--- config.mk ---
export PLATFORM = sky130hd
export DESIGN_NAME = cla_sub_seq
export DESIGN_NICKNAME = d
export VERILOG_FILES = /design/src/rtl/cla_sub_seq.sv
export SDC_FILE = /design/constraint.sdc
export NUM_CORES = 1
export LEC_CHECK = 0
export ABC_AREA = 1
export BUFFER_PORTS_ARGS = -buffer_cell sky130_fd_sc_hd__buf_2
export CORE_ASPECT_RATIO = 2
export CORE_UTILIZATION = 47
export CTS_CLUSTER_SIZE = 16
export DETAILED_ROUTE_END_ITERATION = 6
export GPL_ROUTABILITY_DRIVEN = 0
export PLACE_DENSITY = 0.69
export SLEW_MARGIN = 15
export SYNTH_ARGS = -nofsm -noshare
export SYNTH_HDL_FRONTEND = slang
export SYNTH_SLANG_ARGS = --single-unit
--- constraint.sdc ---
create_clock -name CLK -period 3.6 [get_ports CLK]
set_input_delay 0.72 -clock CLK [delete_from_list [all_inputs] [get_ports CLK]]
set_output_delay 0.72 -clock CLK [all_outputs]
set_load 0.02 [all_outputs]
--- src/rtl/cla_sub_seq.sv ---
// Multi-cycle WIDTH-bit subtractor D = A - B - BI, one nibble per clock
// through a single 4-bit carry-lookahead stage fed with inverted B.
module cla_sub_seq #(
  parameter int WIDTH = 16
) (
  input  logic             CLK,
  input  logic             RST,
  input  logic             START,
  input  logic [WIDTH-1:0] A,
  input  logic [WIDTH-1:0] B,
  input  logic             BI,
  output logic             BUSY,
  output logic             DONE,
  output logic [WIDTH-1:0] D,
  output logic             BO,
  output logic             V,
  output logic             Z
);

  localparam int NIB = WIDTH / 4;
  localparam int CW  = (NIB > 1) ? $clog2(NIB) : 1;
  localparam logic [CW-1:0] LAST_NIB = CW'(NIB - 1);
  localparam logic [CW-1:0] CNT_ONE  = CW'(1);

  typedef enum logic {
    IDLE = 1'b0,
    RUN  = 1'b1
  } state_t;

  state_t           state_r;
  logic [WIDTH-1:0] a_r;
  logic [WIDTH-1:0] b_r;
  logic [WIDTH-1:0] work_r;
  logic [CW-1:0]    cnt_r;
  logic             carry_r;

  logic [3:0]       nib_a_s;
  logic [3:0]       nib_b_s;
  logic [4:0]       sum_s;
  logic [WIDTH-1:0] work_next_s;

  // 4-bit lookahead add: every carry is a flat sum of products of p/g/c0,
  // so no carry ripples through the previous bit. Returns {c4, sum}.
  function automatic logic [4:0] cla4(input logic [3:0] a, input logic [3:0] bn,
                                      input logic c0);
    logic [3:0] p;
    logic [3:0] g;
    logic       c1;
    logic       c2;
    logic       c3;
    logic       c4;
    p  = a ^ bn;
    g  = a & bn;
    c1 = g[0] | (p[0] & c0);
    c2 = g[1] | (p[1] & g[0]) | (p[1] & p[0] & c0);
    c3 = g[2] | (p[2] & g[1]) | (p[2] & p[1] & g[0]) | (p[2] & p[1] & p[0] & c0);
    c4 = g[3] | (p[3] & g[2]) | (p[3] & p[2] & g[1]) | (p[3] & p[2] & p[1] & g[0])
       | (p[3] & p[2] & p[1] & p[0] & c0);
    return {c4, p ^ {c3, c2, c1, c0}};
  endfunction

  // Current nibble step and the working result with that nibble replaced
  always_comb begin
    nib_a_s     = a_r[{cnt_r, 2'b00} +: 4];
    nib_b_s     = b_r[{cnt_r, 2'b00} +: 4];
    sum_s       = cla4(nib_a_s, ~nib_b_s, carry_r);
    work_next_s = work_r;
    work_next_s[{cnt_r, 2'b00} +: 4] = sum_s[3:0];
  end

  // Control FSM, operand capture, nibble datapath and registered results
  always_ff @(posedge CLK) begin
    if (RST) begin
      state_r <= IDLE;
      a_r     <= '0;
      b_r     <= '0;
      work_r  <= '0;
      cnt_r   <= '0;
      carry_r <= 1'b0;
      BUSY    <= 1'b0;
      DONE    <= 1'b0;
      D       <= '0;
      BO      <= 1'b0;
      V       <= 1'b0;
      Z       <= 1'b0;
    end else begin
      DONE <= 1'b0;
      case (state_r)
        IDLE: begin
          if (START) begin
            a_r     <= A;
            b_r     <= B;
            // Subtraction as A + ~B + 1: a zero borrow-in is a carry-in of one
            carry_r <= ~BI;
            cnt_r   <= '0;
            work_r  <= '0;
            state_r <= RUN;
            BUSY    <= 1'b1;
          end else begin
            state_r <= IDLE;
          end
        end
        RUN: begin
          work_r  <= work_next_s;
          carry_r <= sum_s[4];
          if (cnt_r == LAST_NIB) begin
            state_r <= IDLE;
            cnt_r   <= '0;
            BUSY    <= 1'b0;
            DONE    <= 1'b1;
            D       <= work_next_s;
            BO      <= ~sum_s[4];
            Z       <= (work_next_s == '0);
            V       <= (a_r[WIDTH-1] ^ b_r[WIDTH-1]) & (work_next_s[WIDTH-1] ^ a_r[WIDTH-1]);
          end else begin
            cnt_r <= cnt_r + CNT_ONE;
          end
        end
        default: begin
          state_r <= IDLE;
          BUSY    <= 1'b0;
        end
      endcase
    end
  end

endmodule

; Word-level counts from Yosys, hierarchy flattened
; Cells that the tools add are included.
[totals]
elab_cells = 77
ff_bits = 73
inputBits = 36
[classes]
reduce_logical = 5
shifts = 4
n_mux = 15
bitwise_logic = 36
n_eq_ne = 3
addsub = 2
[op_table]
columns = op, count
row1 = $pmux W16 S2, 1
row2 = $shiftx A16 B5 Y4, 2
row3 = $and A1 B1 Y1, 17
row4 = $bwmux W16, 1
row5 = $logic_not A16 Y1, 1
row6 = $mux W16, 1
row7 = $shift A4 B6 Y16 const A, 1
row8 = $shiftx A4 B6 Y16, 1
row9 = $or A1 B1 Y1, 10
row10 = $xor A4 B4 Y4, 2
row11 = $mux W1, 6
row12 = $neg A4 Y6, 1
row13 = $pmux W1 S2, 3
row14 = $reduce_and A2 Y1, 3
row15 = $and A4 B4 Y4, 1
row16 = $mux W2, 2
row17 = $not A4 Y4, 1
row18 = $pmux W2 S2, 1
row19 = $not A1 Y1, 3
row20 = $add A2 B1 Y2 const B, 1
row21 = $eq A2 B2 Y1 const B, 1
row22 = $ne A2 B1 Y1 const B, 1
row23 = $ne A2 B2 Y1 const B, 1
row24 = $reduce_or A2 Y1, 1
row25 = $xor A1 B1 Y1, 2

; Depth between registers and ports, before layout
; Gate-level depths: netlist of the first run.
[depth]
ltp_word = 12
ltp_mapped = 19

; Worst setup path before layout of the first run
; Ideal clock, no wire load.
[synth_path]
path_kind = reg-to-reg
from = register cnt_r[0]
to = register Z
t_required_ns = 3.542
path_stages_with_launch = 19
slack_ns = 1.033
setup_time_ns = 0.058
synth_period_minus_slack_ns = 2.567
arrival_ns = 2.509
path_cell_list = dfxtp_1 -> buf_4 -> inv_2 -> buf_2 -> buf_1 -> nand2_1 -> a32o_1 -> ha_1 -> a21oi_1 -> nand2_1 -> nand2_1 -> nand2_2 -> nand3_1 -> nand2_1 -> nor2_1 -> nand2_1 -> nor2_1 -> nand3_1 -> nand2_1
[synth_between]
elab_chain_len = 11
elab_cells_between_ends = 28
[synth_rtl]
columns = element, line_no
row1 = "start, declared", 34  ; logic [CW-1:0] cnt_r;
row2 = "start signal, assigned", 116  ; cnt_r <= cnt_r + CNT_ONE;
row3 = $shiftx A16 B5 Y4, 65  ; nib_b_s = b_r[{cnt_r, 2'b00} +: 4];
row4 = $not A4 Y4, 66  ; sum_s = cla4(nib_a_s, ~nib_b_s, carry_r);
row5 = $xor A4 B4 Y4 or $and A4 B4 Y4 (tied branches), "52, 53"
row6 = $and A1 B1 Y1, 56  ; c3 = g[2] | (p[2] & g[1]) | (p[2] & p[1] & g[0]) | (p[2] & p[1] & p[0] & c0);
row7 = $or A1 B1 Y1 or $and A1 B1 Y1 (tied branches) (2 in a row), 56
row8 = $or A1 B1 Y1, 56
row9 = $xor A4 B4 Y4, 59  ; return {c4, p ^ {c3, c2, c1, c0}};
row10 = $shiftx A4 B6 Y16, 68  ; work_next_s[{cnt_r, 2'b00} +: 4] = sum_s[3:0];
row11 = $bwmux W16, 68
row12 = $logic_not A16 Y1, 113  ; Z <= (work_next_s == '0);
row13 = "end signal, assigned", 113
row14 = "end, declared", 17  ; output logic Z
; Several ways; a longest one is shown, not always the timed one.
; A chain may end at the register's enable or synchronous reset.

; Worst setup path after layout of the first run
[layout_path]
from = register cnt_r[1]
to = register Z
; Same word-level chain as after synthesis.

==> results of run 1 <==
[sequential cells by signal, indices dropped and copies added, names as in the netlist, 2 cells and up]
| register | flops |
|---|---|
| D | 16 |
| a_r | 16 |
| b_r | 16 |
| work_r | 16 |
| cnt_r | 2 |
[metal layers]
layer	routed length [µm]	up-vias
met5	0	-
met4	537	0
met3	321	34
met2	4700	101
met1	3090	1454
li1	-	1597
[worst reg2reg max path, stage by stage (launching register included)]
cell and delay (ns):
dfxtp_1 0.47, inv_1 0.27, a32oi_1 0.36, inv_1 0.10
fa_1 0.53, nor2_1 0.07, nand3_1 0.08, nand2_1 0.06
nor2_1 0.12, nand2_1 0.07, nor2_1 0.11, nand2_1 0.06
nor2_1 0.08, nand2_1 0.06, nor2_1 0.10, nand3_1 0.07
nand2_1 0.08
[logic make-up after synthesis]
group / share of synthesized area (%)
AOI/OAI and AO/OA: 17.4
and+or+nand+nor: 27.4
adders and majority gates: 4.76
buffers and inverters: 6.35
DFF: 44.1
[final timing paths]
kind	start	end	slack [ns]	cells past startpoint
hold / removal	V	V	0.45	2
setup reg to reg	cnt_r[1]	Z	0.85	16
setup / recovery	cnt_r[1]	Z	0.85	16
hold reg to reg	V	V	0.45	2
[power by group]
group	switching [W]	internal [W]	total, W
logic	0.000210	0.000115	0.000325
clock network	0.000350	0.000534	0.000884
registers	0.0000266	0.000845	0.000871
[metrics by stage]
step / utilization, % / area [µm²]
floorplan: - / 3310
global placement: 52.9 / 3640
detailed placement: 52.9 / 3640
CTS: 57.2 / 3940
global route: 57.2 / 3940
finish: 57.2 / 3940
[synth_stat cells]
| cell | count |
|---|---|
| nand2_1 | 104 |
| nor2_1 | 92 |
| dfxtp_1 | 73 |
| o21ai_0 | 46 |
| a21oi_1 | 27 |
| inv_1 | 26 |
| a22o_1 | 12 |
| clkbuf_1 | 12 |
| ha_1 | 11 |
| nand3_1 | 11 |
| nand4_1 | 8 |
| buf_2 | 6 |
| nand2_2 | 4 |
| o22ai_1 | 4 |
| a32o_1 | 2 |
| a32oi_1 | 2 |
| buf_1 | 2 |
| buf_4 | 2 |
| clkinv_1 | 2 |
| inv_2 | 2 |
| nand3_2 | 2 |
| nor2_2 | 2 |
| o21ai_2 | 2 |
| a21boi_2 | 1 |
| a2bb2oi_1 | 1 |
| and2_4 | 1 |
| fa_1 | 1 |
| o21ai_1 | 1 |
[layout make-up]
cell class              count  area, µm²  area share [%]
clock buffers               9        225            5.71
clock inverters             7       71.3            1.81
inverters                  30        113            2.86
multi-input cells         334       1640            41.6
flip-flops and latches     73       1460            37.1
well taps                  90        113            2.86
repair buffers             61        318            8.06
==> flow_summary.toml, run 1 <==
[layout]
finalNetCount = 557
drive_gt1_share_pct = 17.7
n_fill_cell = 714
diodes = 0
final_common_cell = "nand2_1"
final_cell_mix = "nand2_1 (104), nor2_1 (92), dfxtp_1 (73), buf_2 (56), o21ai_0 (46)"
final_cells = 604
area_delta_synth_final_pct = 19.0

[route]
final_antenna_net_count = 0
routedWlPerCell_um = 14.3
wl_mm = 8.66
avgViaCountPerCell = 5.27
first_pass_iters = 4
drt-initial-drc-count = 190
drc = 0
num_vias = 3186

[critical_path]
worstSetupEndpointType = "register"
worst_setup_path_start_kind = "register"
cp.arrival_ns = 3.04
crit_buf_inv = 2
cp_cell_sequence = "inv_1 > a32oi_1 > inv_1 > fa_1 > nor2_1 > nand3_1 > nand2_1 > nor2_1 > nand2_1 > nor2_1 > nand2_1 > nor2_1 > nand2_1 > nor2_1 > nand3_1 > nand2_1"
critical_path.max_fanout = 15
cp.required_ns = 3.89
slowest_stage = "fa_1"
worstSetupPathType = "register to register"
slowest_delay_ns = 0.53
cp_top_family = "simple AND/OR/NAND/NOR gates"

[sta]
fin_worst_skew_ns = 0.00546
slew_headroom_pct = 44.1
fin_tns_setup_ns = 0
finalCritPeriodShare_pct = 76.5
layout_setup_ws_ns = 0.845
fmax_ghz = 0.363
worst_slew_pin_slew_ns = 0.838
rsz0062_at_grt = "false"
hold_ws_ns = 0.448
hold_viol_final = 0
setup_viol = 0
fin_crit_ns = 2.75
maxSlewViolCount = 0

[global_routing]
gr-usage-met3_pct = 5.56
overflow = 0
gr-usage-met1_pct = 25.1
track_usage_pct = 26.1
grt_util_met2_pct = 46.1
grt_pass1_vias = 3153
grt_busiest_layer = "met2"
grt_max_degree = 36
grt_pass1_wl_mm = 14.0
antenna_found_initial = 0

[synth]
syn_inst = 459
synthTopCellsByArea = "dfxtp_1 (44%), nand2_1 (12%), nor2_1 (10%)"
synth_nets = 507
synth.avg_cell_area_um2 = 7.22
synth_top_area_share_pct = 44.1
ys_types = 28
yosys.area.top_type = "dfxtp_1"
ys_seq_area_share_pct = 44.1
ys_warn_count = 0
syn_area_um2 = 3310
synth_seq_cells = 73

[clocking]
cts_max_level = 3
clk_pin_slew_ns = 0.06
clk_latency_ns = 0.34
cts.sinks = 73
post_cts_buffers = 0
clockRootBuffer = "clkbuf_16"
cts_hold_buf = 0
cts_tree = "done"
cts.repair.resized = 0
cts_buffers = 9
clockBufferDepth = 2

[placement]
portBuffers = 56
dp.final_hpwl_mm = 6.52
dp_slack_ns = 0.899
place_inst = 588

[worst_hold_path]
hold_path_class = "register to register"

[floorplan]
rows = 43
die-area_um2 = 7410
die_w_um = 61.4
fp.coreArea_um2 = 6890
die_y_um = 121
pin_count = 57
start_util_pct = 48.1

[run]
maxCapViolCount = 0

[power]
peakVddDrop_uv = 386
power_density_nw_per_um2 = 528
leakage_nw = 1.82
p_total_w = 0.00208

[run_status]
outcome = "complete, no violations"
Note: power is estimated with default switching activity, not from simulation.
==> run 2, diff against run 1 <==
Clock period 3.6 ns to 2.6 ns, I/O delays scaled along.
==> run 2 against run 1 <==
Clock-buffer cell count is 1 higher. Highest routed layer unchanged. Core utilization is 1.7 points higher. Non-clock buffer count is 8 higher. Via count is 1.5% higher. Critical path type unchanged.
==> flow_summary.toml, run 2 (synthesis gave the netlist of run 1 again) <==
[critical_path]
critical_path.max_fanout = 10
worstSetupEndpointType = "register"
worstSetupPathType = "register to register"
cp.required_ns = 2.89
cp.arrival_ns = 2.74
r2r_slack_ns = 0.15
worst_setup_path_start_kind = "register"

[sta]
rsz0062_at_grt = "false"
setup_viol = 0
fmax_ghz = 0.408
finalCritPeriodShare_pct = 94.2
fin_tns_setup_ns = 0
fin_crit_ns = 2.45
worst_slew_pin_slew_ns = 0.853
hold_viol_final = 0
slew_headroom_pct = 43.1
maxSlewViolCount = 0
fin_worst_skew_ns = 0.00594

[placement]
place_inst = 596
placed_area_um2 = 3720
portBuffers = 56
dp.final_hpwl_mm = 6.68

[power]
power_density_nw_per_um2 = 725
p_total_w = 0.00294
leakage_nw = 1.87
peakVddDrop_uv = 580

[floorplan]
die-area_um2 = 7410
rows = 43
pin_count = 57
fp.coreArea_um2 = 6890
die_y_um = 121
die_w_um = 61.4
start_util_pct = 48.1

[layout]
regArea_um2 = 1470
final_area_um2 = 4060
postLayoutCoreUtil_pct = 58.9
n_fill_cell = 710
diodes = 0
final_cells = 612
area_delta_synth_final_pct = 22.4
final_common_cell = "nand2_1"
drive_gt1_share_pct = 20.5
final_cell_mix = "nand2_1 (103), nor2_1 (91), dfxtp_1 (72), buf_2 (56), o21ai_0 (46)"
finalNetCount = 565
multiInputGateArea_um2 = 1670

[clocking]
cts_max_level = 3
clockBufferDepth = 2
cts_buffers = 9
clk_latency_ns = 0.35
post_cts_buffers = 0
cts_tree = "done"
cts.sinks = 73
clk_pin_slew_ns = 0.06
clockRootBuffer = "clkbuf_16"
cts_hold_buf = 0

[global_routing]
grt_max_degree = 36
antenna_found_initial = 0
grt_pass1_vias = 2945
track_usage_pct = 26.7
overflow = 0
grt_pass1_wl_mm = 14.0

[route]
num_vias = 3235
first_pass_iters = 4
final_antenna_net_count = 0
avgViaCountPerCell = 5.29
wl_mm = 8.91
drc = 0
drt-initial-drc-count = 186
routedWlPerCell_um = 14.6

[run_status]
outcome = "complete, no violations"

[run]
maxCapViolCount = 0

[worst_hold_path]
hold_path_class = "primary input to register"
==> run 2: path summary, 6_finish.rpt <==
| check | from | cells past startpoint | end |
|---|---|---|---|
| setup / recovery | cnt_r[0] | 14 | Z |
| hold reg to reg | V | 2 | V |
| hold / removal | B[6] | 3 | b_r[6] |
| setup reg to reg | cnt_r[0] | 14 | Z |
==> run 2: critical path, stage by stage, from the launching register on <==
cell	delay (ns)
dfxtp_4	0.40
buf_4	0.18
nand2_1	0.07
a32oi_2	0.23
inv_1	0.10
ha_1	0.32
nand3_2	0.11
nand3_1	0.12
nand2_2	0.09
and2_4	0.17
nand4_1	0.10
nand2_2	0.11
nor2_1	0.19
nand3_1	0.10
nand2_1	0.09
==> run 2: power breakdown <==
part | leakage, nW | internal, W | switching (W) | total (W)
sequential | 0.597 | 0.00117 | 0.0000389 | 0.00121
clock | 0.141 | 0.000769 | 0.000483 | 0.00125
combinational | 1.13 | 0.000176 | 0.000303 | 0.000479
==> run 2: final cells by class <==
cell class                      instances  share of cell area (%)
Clock buffer                           10                    5.89
Multi-Input combinational cell        334                    41.1
Clock inverter                          6                    1.64
Timing Repair Buffer                   69                    9.63
Sequential cell                        73                    36.1
Tap cell                               90                    2.78
Inverter                               30                    2.84
==> run 2: metal layers <==
metal | vias to the layer above | GRT usage, % | routed length (µm)
li1 | 1617 | - | -
met2 | 100 | 45.1 | 4760
met3 | 50 | 6.31 | 259
met1 | 1468 | 26.6 | 3220
met4 | 0 | 20.1 | 667
met5 | - | 0 | 0
==> run 2: per-stage QoR <==
stage	setup WS, ns	hold WS (ns)
4_1_cts	0.0580	0.396
5_1_grt	0.0116	0.409
3_5_place_dp	0.0173	0.446
2_1_floorplan	0.0331	0.444
6_report	0.152	0.393
3_3_place_gp	0.0783	0.438
==> run 2: timing repair <==
| action | CTS | global route |
|---|---|---|
| cloned | 0 | 0 |
| gates resized for setup | 1 | 9 |
| setup endpoints to repair | 1 | 1 |
| endpoints found under the hold margin | 0 | 0 |
